**src/rtl/axi_req_master_pkg.sv**
```systemverilog
// Shared types and defaults for the request master.
//   req_cmd_t   : one queued command {write, addr, data}
//   req_state_e : master FSM states
//   REQ_*       : default depth / timeout / bus widths
package axi_req_master_pkg;

    localparam int REQ_CMD_DEPTH      = 4;
    localparam int REQ_TIMEOUT_CYCLES = 256;
    localparam int REQ_ADDR_W         = 32;
    localparam int REQ_DATA_W         = 32;

    typedef struct packed {
        logic                  write;
        logic [REQ_ADDR_W-1:0] addr;
        logic [REQ_DATA_W-1:0] data;
    } req_cmd_t;

    typedef enum logic [2:0] {
        ST_IDLE,
        ST_WR_REQ,
        ST_RD_REQ,
        ST_RD_DATA,
        ST_RSP
    } req_state_e;

endpackage

```
**src/rtl/axi_req_master_if.sv**
```systemverilog
// Simple valid/ready memory bus with separate write and read channels.
//   master modport: drives *_valid, addresses, write data; takes readies, read data
//   slave modport : the mirror image
interface axi_req_master_if #(
    parameter int ADDR_W = 32,
    parameter int DATA_W = 32
);
    logic              m_write_valid;
    logic              m_write_ready;
    logic [ADDR_W-1:0] m_write_addr;
    logic [DATA_W-1:0] m_write_data;
    logic              m_read_valid;
    logic              m_read_ready;
    logic [ADDR_W-1:0] m_read_addr;
    logic [DATA_W-1:0] m_read_data;

    modport master (
        output m_write_valid, m_write_addr, m_write_data, m_read_valid, m_read_addr,
        input  m_write_ready, m_read_ready, m_read_data
    );

    modport slave (
        input  m_write_valid, m_write_addr, m_write_data, m_read_valid, m_read_addr,
        output m_write_ready, m_read_ready, m_read_data
    );
endinterface

```
**src/rtl/axi_req_master_req_cmd_fifo.sv**
```systemverilog
// Synchronous command FIFO (power-of-two depth, pointers wrap naturally).
//   push/push_data : write when not full (a same-cycle pop does not make room)
//   pop/head       : head is the oldest entry; pop ignored when empty
//   full/empty/count
module req_cmd_fifo
    import axi_req_master_pkg::*;
#(
    parameter int  DEPTH = REQ_CMD_DEPTH,
    parameter type T     = req_cmd_t
) (
    input  logic                   clk,
    input  logic                   rst_n,
    input  logic                   push,
    input  T                       push_data,
    input  logic                   pop,
    output T                       head,
    output logic                   full,
    output logic                   empty,
    output logic [$clog2(DEPTH):0] count
);
    localparam int AW = $clog2(DEPTH);

    T              mem [DEPTH];
    logic [AW-1:0] wr_ptr, rd_ptr;
    logic          do_push, do_pop;

    assign full    = (count == (AW+1)'(DEPTH));
    assign empty   = (count == '0);
    assign do_push = push && !full;
    assign do_pop  = pop && !empty;
    assign head    = mem[rd_ptr];

    always_ff @(posedge clk) begin
        if (do_push) mem[wr_ptr] <= push_data;
    end

    always_ff @(posedge clk or negedge rst_n) begin
        if (!rst_n) begin
            wr_ptr <= '0;
            rd_ptr <= '0;
            count  <= '0;
        end else begin
            if (do_push) wr_ptr <= wr_ptr + 1'b1;
            if (do_pop)  rd_ptr <= rd_ptr + 1'b1;
            case ({do_push, do_pop})
                2'b10:   count <= count + 1'b1;
                2'b01:   count <= count - 1'b1;
                default: count <= count;
            endcase
        end
    end
endmodule

```
**src/rtl/axi_req_master.sv**
```systemverilog
// Bus master: queues read/write commands, runs one bus transaction at a
// time, returns one response per command in order.
//   cmd_*  : command input (valid/ready), cmd_ready = FIFO not full
//   rsp_*  : response output (valid/ready); rdata is 0 for writes
//   busy   : FSM active or commands queued
//   bus    : master side of the valid/ready memory bus
// Optional: define AXI_REQ_TIMEOUT_EN to abandon a request after
// TIMEOUT_CYCLES valid cycles without a handshake (rsp_err=1).
module axi_req_master
    import axi_req_master_pkg::*;
#(
    parameter int ADDR_W         = 32,
    parameter int DATA_W         = 32,
    parameter int CMD_DEPTH      = REQ_CMD_DEPTH,
    parameter int TIMEOUT_CYCLES = REQ_TIMEOUT_CYCLES
) (
    input  logic              clk,
    input  logic              rst_n,
    input  logic              cmd_valid,
    output logic              cmd_ready,
    input  logic              cmd_write,
    input  logic [ADDR_W-1:0] cmd_addr,
    input  logic [DATA_W-1:0] cmd_wdata,
    output logic              rsp_valid,
    input  logic              rsp_ready,
    output logic              rsp_write,
    output logic [DATA_W-1:0] rsp_rdata,
    output logic              rsp_err,
    output logic              busy,
    axi_req_master_if.master  bus
);
    if (CMD_DEPTH < 2 || (CMD_DEPTH & (CMD_DEPTH - 1)) != 0) begin : g_bad_depth
        $error("CMD_DEPTH must be a power of two >= 2");
    end
    if (TIMEOUT_CYCLES < 1) begin : g_bad_timeout
        $error("TIMEOUT_CYCLES must be >= 1");
    end

    typedef struct packed {
        logic              write;
        logic [ADDR_W-1:0] addr;
        logic [DATA_W-1:0] data;
    } cmd_t;

    cmd_t                       head;
    logic                       fifo_full, fifo_empty, pop;
    logic [$clog2(CMD_DEPTH):0] fifo_count;

    req_cmd_fifo #(.DEPTH(CMD_DEPTH), .T(cmd_t)) u_fifo (
        .clk       (clk),
        .rst_n     (rst_n),
        .push      (cmd_valid),
        .push_data ({cmd_write, cmd_addr, cmd_wdata}),
        .pop       (pop),
        .head      (head),
        .full      (fifo_full),
        .empty     (fifo_empty),
        .count     (fifo_count)
    );

    req_state_e        st_q, st_d;
    logic              wv_q, wv_d, rv_q, rv_d;
    logic [ADDR_W-1:0] addr_q, addr_d;
    logic [DATA_W-1:0] wdata_q, wdata_d;
    logic              rv_rsp_q, rv_rsp_d;
    logic              rw_q, rw_d;
    logic [DATA_W-1:0] rdata_q, rdata_d;
`ifdef AXI_REQ_TIMEOUT_EN
    localparam int WAIT_W = $clog2(TIMEOUT_CYCLES + 1);
    logic [WAIT_W-1:0] wait_q, wait_d;
    logic              err_q, err_d;
    logic              timed_out;
    // Counts cycles the request valid is actually on the bus.
    assign timed_out = (wait_q == WAIT_W'(TIMEOUT_CYCLES - 1));
`endif

    always_comb begin
        st_d     = st_q;
        wv_d     = wv_q;
        rv_d     = rv_q;
        addr_d   = addr_q;
        wdata_d  = wdata_q;
        rv_rsp_d = rv_rsp_q;
        rw_d     = rw_q;
        rdata_d  = rdata_q;
        pop      = 1'b0;
`ifdef AXI_REQ_TIMEOUT_EN
        wait_d   = wait_q;
        err_d    = err_q;
`endif
        case (st_q)
            ST_IDLE: begin
                if (!fifo_empty) begin
                    pop     = 1'b1;
                    addr_d  = head.addr;
                    wdata_d = head.data;
                    st_d    = head.write ? ST_WR_REQ : ST_RD_REQ;
`ifdef AXI_REQ_TIMEOUT_EN
                    wait_d  = '0;
`endif
                end
            end
            ST_WR_REQ: begin
                // Valid rises one edge after entry; ready before that is ignored.
                wv_d = 1'b1;
                if (wv_q && bus.m_write_ready) begin
                    wv_d     = 1'b0;
                    rv_rsp_d = 1'b1;
                    rw_d     = 1'b1;
                    rdata_d  = '0;
`ifdef AXI_REQ_TIMEOUT_EN
                    err_d    = 1'b0;
`endif
                    st_d     = ST_RSP;
                end
`ifdef AXI_REQ_TIMEOUT_EN
                else if (wv_q && timed_out) begin
                    wv_d     = 1'b0;
                    rv_rsp_d = 1'b1;
                    rw_d     = 1'b1;
                    rdata_d  = '0;
                    err_d    = 1'b1;
                    st_d     = ST_RSP;
                end else if (wv_q) begin
                    wait_d = wait_q + 1'b1;
                end
`endif
            end
            ST_RD_REQ: begin
                rv_d = 1'b1;
                if (rv_q && bus.m_read_ready) begin
                    rv_d = 1'b0;
                    st_d = ST_RD_DATA;
                end
`ifdef AXI_REQ_TIMEOUT_EN
                else if (rv_q && timed_out) begin
                    rv_d     = 1'b0;
                    rv_rsp_d = 1'b1;
                    rw_d     = 1'b0;
                    rdata_d  = '0;
                    err_d    = 1'b1;
                    st_d     = ST_RSP;
                end else if (rv_q) begin
                    wait_d = wait_q + 1'b1;
                end
`endif
            end
            ST_RD_DATA: begin
                // Slave presents read data exactly one cycle after the handshake.
                rdata_d  = bus.m_read_data;
                rw_d     = 1'b0;
                rv_rsp_d = 1'b1;
`ifdef AXI_REQ_TIMEOUT_EN
                err_d    = 1'b0;
`endif
                st_d     = ST_RSP;
            end
            ST_RSP: begin
                if (rsp_ready) begin
                    rv_rsp_d = 1'b0;
                    st_d     = ST_IDLE;
                end
            end
            default: st_d = ST_IDLE;
        endcase
    end

    always_ff @(posedge clk or negedge rst_n) begin
        if (!rst_n) begin
            st_q     <= ST_IDLE;
            wv_q     <= 1'b0;
            rv_q     <= 1'b0;
            addr_q   <= '0;
            wdata_q  <= '0;
            rv_rsp_q <= 1'b0;
            rw_q     <= 1'b0;
            rdata_q  <= '0;
`ifdef AXI_REQ_TIMEOUT_EN
            wait_q   <= '0;
            err_q    <= 1'b0;
`endif
        end else begin
            st_q     <= st_d;
            wv_q     <= wv_d;
            rv_q     <= rv_d;
            addr_q   <= addr_d;
            wdata_q  <= wdata_d;
            rv_rsp_q <= rv_rsp_d;
            rw_q     <= rw_d;
            rdata_q  <= rdata_d;
`ifdef AXI_REQ_TIMEOUT_EN
            wait_q   <= wait_d;
            err_q    <= err_d;
`endif
        end
    end

    assign cmd_ready         = !fifo_full;
    assign busy              = (st_q != ST_IDLE) || (fifo_count != '0);
    assign bus.m_write_valid = wv_q;
    assign bus.m_write_addr  = addr_q;
    assign bus.m_write_data  = wdata_q;
    assign bus.m_read_valid  = rv_q;
    assign bus.m_read_addr   = addr_q;
    assign rsp_valid         = rv_rsp_q;
    assign rsp_write         = rw_q;
    assign rsp_rdata         = rdata_q;
`ifdef AXI_REQ_TIMEOUT_EN
    assign rsp_err           = err_q;
`else
    assign rsp_err           = 1'b0;
`endif
endmodule

```
**src/flat_wrapper.sv**
```systemverilog
// flat-port wrapper written by rule: the top's interface ports become plain ports
module axi_req_master_flat import axi_req_master_pkg::*;
#(
    parameter int ADDR_W         = 32,
    parameter int DATA_W         = 32,
    parameter int CMD_DEPTH      = REQ_CMD_DEPTH,
    parameter int TIMEOUT_CYCLES = REQ_TIMEOUT_CYCLES
)
  (clk, rst_n, cmd_valid, cmd_ready, cmd_write, cmd_addr, cmd_wdata, rsp_valid, rsp_ready, rsp_write, rsp_rdata, rsp_err, busy, bus_m_write_valid, bus_m_write_addr, bus_m_write_data, bus_m_read_valid, bus_m_read_addr, bus_m_write_ready, bus_m_read_ready, bus_m_read_data);
  axi_req_master_if #(.ADDR_W(ADDR_W), .DATA_W(DATA_W)) bus_i ();
  input  logic clk;
  input  logic rst_n;
  input  logic cmd_valid;
  output logic cmd_ready;
  input  logic cmd_write;
  input  logic [ADDR_W-1:0] cmd_addr;
  input  logic [DATA_W-1:0] cmd_wdata;
  output logic rsp_valid;
  input  logic rsp_ready;
  output logic rsp_write;
  output logic [DATA_W-1:0] rsp_rdata;
  output logic rsp_err;
  output logic busy;
  output wire logic [$bits(bus_i.m_write_valid)-1:0] bus_m_write_valid;
  output wire logic [$bits(bus_i.m_write_addr)-1:0] bus_m_write_addr;
  output wire logic [$bits(bus_i.m_write_data)-1:0] bus_m_write_data;
  output wire logic [$bits(bus_i.m_read_valid)-1:0] bus_m_read_valid;
  output wire logic [$bits(bus_i.m_read_addr)-1:0] bus_m_read_addr;
  input wire logic [$bits(bus_i.m_write_ready)-1:0] bus_m_write_ready;
  input wire logic [$bits(bus_i.m_read_ready)-1:0] bus_m_read_ready;
  input wire logic [$bits(bus_i.m_read_data)-1:0] bus_m_read_data;
  assign bus_m_write_valid = bus_i.m_write_valid;
  assign bus_m_write_addr = bus_i.m_write_addr;
  assign bus_m_write_data = bus_i.m_write_data;
  assign bus_m_read_valid = bus_i.m_read_valid;
  assign bus_m_read_addr = bus_i.m_read_addr;
  assign bus_i.m_write_ready = bus_m_write_ready;
  assign bus_i.m_read_ready = bus_m_read_ready;
  assign bus_i.m_read_data = bus_m_read_data;
  axi_req_master #(.ADDR_W(ADDR_W), .DATA_W(DATA_W), .CMD_DEPTH(CMD_DEPTH), .TIMEOUT_CYCLES(TIMEOUT_CYCLES)) u_core (.clk(clk), .rst_n(rst_n), .cmd_valid(cmd_valid), .cmd_ready(cmd_ready), .cmd_write(cmd_write), .cmd_addr(cmd_addr), .cmd_wdata(cmd_wdata), .rsp_valid(rsp_valid), .rsp_ready(rsp_ready), .rsp_write(rsp_write), .rsp_rdata(rsp_rdata), .rsp_err(rsp_err), .busy(busy), .bus(bus_i));
endmodule
```
**config.mk**
```make
export PLATFORM = sky130hd
export DESIGN_NAME = axi_req_master_flat
export DESIGN_NICKNAME = d
export VERILOG_FILES = /design/src/rtl/axi_req_master_pkg.sv /design/src/rtl/axi_req_master_if.sv /design/src/rtl/axi_req_master_req_cmd_fifo.sv /design/src/rtl/axi_req_master.sv /design/src/flat_wrapper.sv
export SDC_FILE = /design/constraint.sdc
export NUM_CORES = 1
export LEC_CHECK = 0
export ABC_AREA = 0
export CORE_MARGIN = 5
export CORE_UTILIZATION = 53
export DETAILED_ROUTE_END_ITERATION = 12
export PLACE_DENSITY_LB_ADDON = 0.2
export SYNTH_ARGS = -nofsm -noshare
export SYNTH_HDL_FRONTEND = slang
export SYNTH_SLANG_ARGS = --single-unit
```
**constraint.sdc**
```tcl
create_clock -name clk -period 3.8 [get_ports clk]
set_clock_uncertainty 0.1 [all_clocks]
set_input_delay 0.38 -clock clk [delete_from_list [all_inputs] [get_ports clk]]
set_output_delay 0.38 -clock clk [all_outputs]
set_load 0.03 [all_outputs]
```
==> results_dict.tcl <==
set metrics [dict create \
    rsz0062_at_grt "false" \
    ff2ff_setup_slack_ns 1.01 \
    cts_sinks 370 \
    status "completed" \
    maxSlewHeadroom_pct 24.32 \
    dp_hpwl_um 16360 \
    switchingPower_mw 5.224 \
    grt_overflow_total 0 \
    wirelength_um 27140 \
    nets 985 \
    synth_cells 657 \
    clk_pin_slew_ns 0.06 \
    antenna_found_initial 1 \
    initial_core_util_pct 53.55 \
    root_buffer "clkbuf_16" \
    p_per_area_nw_per_um2 893.1 \
    ys_ff_latch 370 \
    clk_latency_ns 0.50 \
    fmax_ghz 0.3454 \
    worst_setup_path_start_kind "flop" \
    min_path_type "in2async" \
    cts_made_buffers 38 \
    hold_violations 0 \
    firstDrtPassIters 4 \
    dr.first_iter.drc_count 377 \
    period_needed_ns 2.895 \
    hold_slack_ns 0.3528 \
    routed_via_density 5.526 \
    vias 6852 \
    htree_levels 2 \
    wl_per_cell_um 21.88 \
    grtUsageTotal_pct 18.49 \
    rr_endpoint "u_core.u_fifo.count[2]$_DFFE_PN0P_" \
    drv_slew 0 \
    fp-row-count 59 \
    cts_tree "built" \
    crit_fanout 12 \
    worstSetupPathType "reg2out" \
    gp_congestion 0.8701 \
    critical_path_required_ns 3.32 \
    fin_crit_sh_pct 76.18 \
    vdd_ir_drop_max_v 0.0006490 \
    io_pins 238 \
    combPwrFrac_pct 37.8 \
    p_leak_nw 6.225 \
    die_area_sq_um 29520 \
    synthesis.nets 766 \
    grt_max_degree 73 \
    swShare_pct 33.46 \
    arrival_ns 2.42 \
    fp.dieH_um 171.8 \
    final_layout_size_suffix_gt1_share_pct 21.66 \
    r2r-start "u_core.st_q[1]$_DFFE_PN0P_" \
    syn_area_per_cell_sq_um 21.12 \
    synth-seq-area-share_pct 76.10 \
    p_int_mw 10.39 \
    grt_pass1_wl_um 42190 \
    p_seq_share_pct 40.5 \
    core_area_sq_um 25910 \
    io_buffer_count 236 \
    crit_path_end_kind "output port" \
    diodes 0 \
    clkPwrFrac_pct 21.7 \
    worst_slew_pin_slew_ns 1.135 \
    area_delta_synth_final_pct 25.99 \
    synth_area_sq_um 13880 \
    reg2reg_depth 9 \
    clockBufferDepth 3 \
    drc 0 \
    antenna_left 0 \
    die_w_um 171.8 \
    grt_pass1_vias 7458 \
    yosys_warnings 0 \
    maxCapViolations 0 \
    tns_ns 0 \
    setup_viol 0 \
    synthDistinctLibCells 38 \
]
-- Yosys cell counts, drive strengths merged --
cell | number | area (sq um)
nand2 | 5 | 18.77
o221ai | 1 | 8.760
a32oi | 1 | 8.760
nor2 | 4 | 15.01
a21o | 1 | 7.510
o21ba | 1 | 10.01
ha | 5 | 62.56
mux4 | 64 | 1441
o21ai | 5 | 25.02
xor2 | 2 | 17.52
xnor2 | 4 | 35.03
inv | 9 | 33.78
and2 | 3 | 18.77
buf | 50 | 386.6
fa | 1 | 20.02
mux2 | 67 | 754.5
mux2i | 1 | 10.01
dfrtp | 110 | 2753
nor3b | 2 | 15.01
and3 | 5 | 31.28
nand2b | 2 | 12.51
or2 | 1 | 6.260
or3 | 1 | 6.260
nor3 | 1 | 5.000
a22o | 32 | 280.3
a21oi | 1 | 5.000
or3b | 1 | 8.760
nor2b | 1 | 6.260
nand3 | 1 | 5.000
o31ai | 1 | 7.510
conb | 1 | 3.750
edfxtp | 260 | 7807
clkbuf | 13 | 48.80
-- worst max-delay path by stage --
| stage | slack, ns | end | from |
|---|---|---|---|
| 3_3_place_gp | 1.20 | u_core.u_fifo.count[2]$_DFFE_PN0P_ | u_core.st_q[1]$_DFFE_PN0P_ |
| 5_1_grt | 0.79 | busy | u_core.st_q[1]$_DFFE_PN0P_ |
| 6_report | 0.90 | busy | u_core.st_q[1]$_DFFE_PN0P_ |
| 4_1_cts | 0.92 | busy | u_core.st_q[1]$_DFFE_PN0P_ |
| 3_5_place_dp | 1.05 | u_core.u_fifo.count[2]$_DFFE_PN0P_ | u_core.st_q[1]$_DFFE_PN0P_ |
| 2_1_floorplan | 0.87 | u_core.u_fifo.mem[0][0]$_DFFE_PP_ | u_core.u_fifo.count[2]$_DFFE_PN0P_ |
-- power by group through the flow --
stage / clock network, mW / logic (mW) / registers [mW]
after floorplan: 0 / 3.34 / 7.02
after global placement: 0 / 5.89 / 6.35
after detailed placement: 0 / 5.98 / 6.43
after CTS: 3.47 / 6.01 / 6.36
after global routing: 3.66 / 6.28 / 6.47
final: 3.39 / 5.90 / 6.33
-- per-stage QoR --
step / area, sq um / setup slack [ns] / utilization [%] / instances / power, mW
after floorplan: 13880 / 0.8713 / - / 657 / 10.36
after detailed placement: 16320 / 1.053 / 62.99 / 1170 / 12.41
after CTS: 17480 / 0.9227 / 67.47 / 1240 / 15.83
final: 17480 / 0.9050 / 67.47 / 1240 / 15.61
after global routing: 17480 / 0.7949 / 67.47 / 1240 / 16.41
after global placement: 16320 / 1.200 / 62.99 / 1170 / 12.24
-- final cells by class --
class | count | area, sq um
clock inverters | 12 | 67.56
multi-input cells | 215 | 2878
repair buffers | 242 | 2432
fillers | 1679 | 8429
flip-flops and latches | 370 | 10570
clock buffers | 57 | 1084
well taps | 335 | 419.2
inverters | 9 | 33.78
-- cell families (layout without fill, tap and decap cells) --
family,count (synthesis),after routing,share of synthesized area (%)
XOR/XNOR,6,6,0.3787
buffers and inverters,72,320,3.381
AO/OA/AOI/OAI,43,43,2.543
multiplexers,132,132,15.90
other,1,1,0.02703
AND/OR/NAND/NOR,27,27,1.073
adder cells (fa/ha/maj),6,6,0.5951
flip-flops,370,370,76.10
-- cell usage in the layout (no fill, tap or decap), types with 3 or more instances in the layout --
| master | n |
|---|---|
| clkinv_2 | 4 |
| clkbuf_16 | 39 |
| mux2_2 | 67 |
| clkbuf_1 | 14 |
| xnor2_1 | 4 |
| buf_4 | 4 |
| o21ai_0 | 4 |
| clkdlybuf4s50_1 | 235 |
| ha_1 | 5 |
| nand2_1 | 4 |
| and2_1 | 3 |
| a22o_1 | 32 |
| and3_4 | 4 |
| edfxtp_1 | 260 |
| clkbuf_8 | 4 |
| inv_1 | 9 |
| dfrtp_1 | 108 |
| mux4_2 | 64 |
| clkinv_1 | 6 |
| nor2_1 | 4 |
-- registers in the layout, indices dropped and copies added (netlist names) --
name                      cells
u_core.u_fifo.rd_ptr          2
u_core.rsp_valid              1
u_core.rsp_rdata             32
u_core.bus.m_write_data      32
u_core.bus.m_write_valid      1
u_core.st_q                   3
u_core.bus.m_read_addr       32
u_core.rsp_write              1
u_core.u_fifo.wr_ptr          2
u_core.u_fifo.count           3
u_core.bus.m_read_valid       1
u_core.u_fifo.mem           260
-- critical path, stage by stage (launching register included) --
cell and delay [ns]:
dfrtp_1 0.50, nor3_1 0.56, nand2b_1 0.19, clkdlybuf4s50_1 0.65
-- per-layer routing --
layer | share of wire, % | track usage, %
met1 | 41 | 24.63
met2 | 50 | 31.37
met3 | 7.7 | 4.826
met4 | 1.4 | 3.828
met5 | 0.048 | 0
-- repair_timing --
item | 4_1_cts | 5_1_grt
gates resized for setup | 0 | 0
endpoints found under the hold margin | 38 | 0
hold buffers | 1 | 0
buffers inserted | 0 | 0
Note: power is estimated with default switching activity, not from simulation.
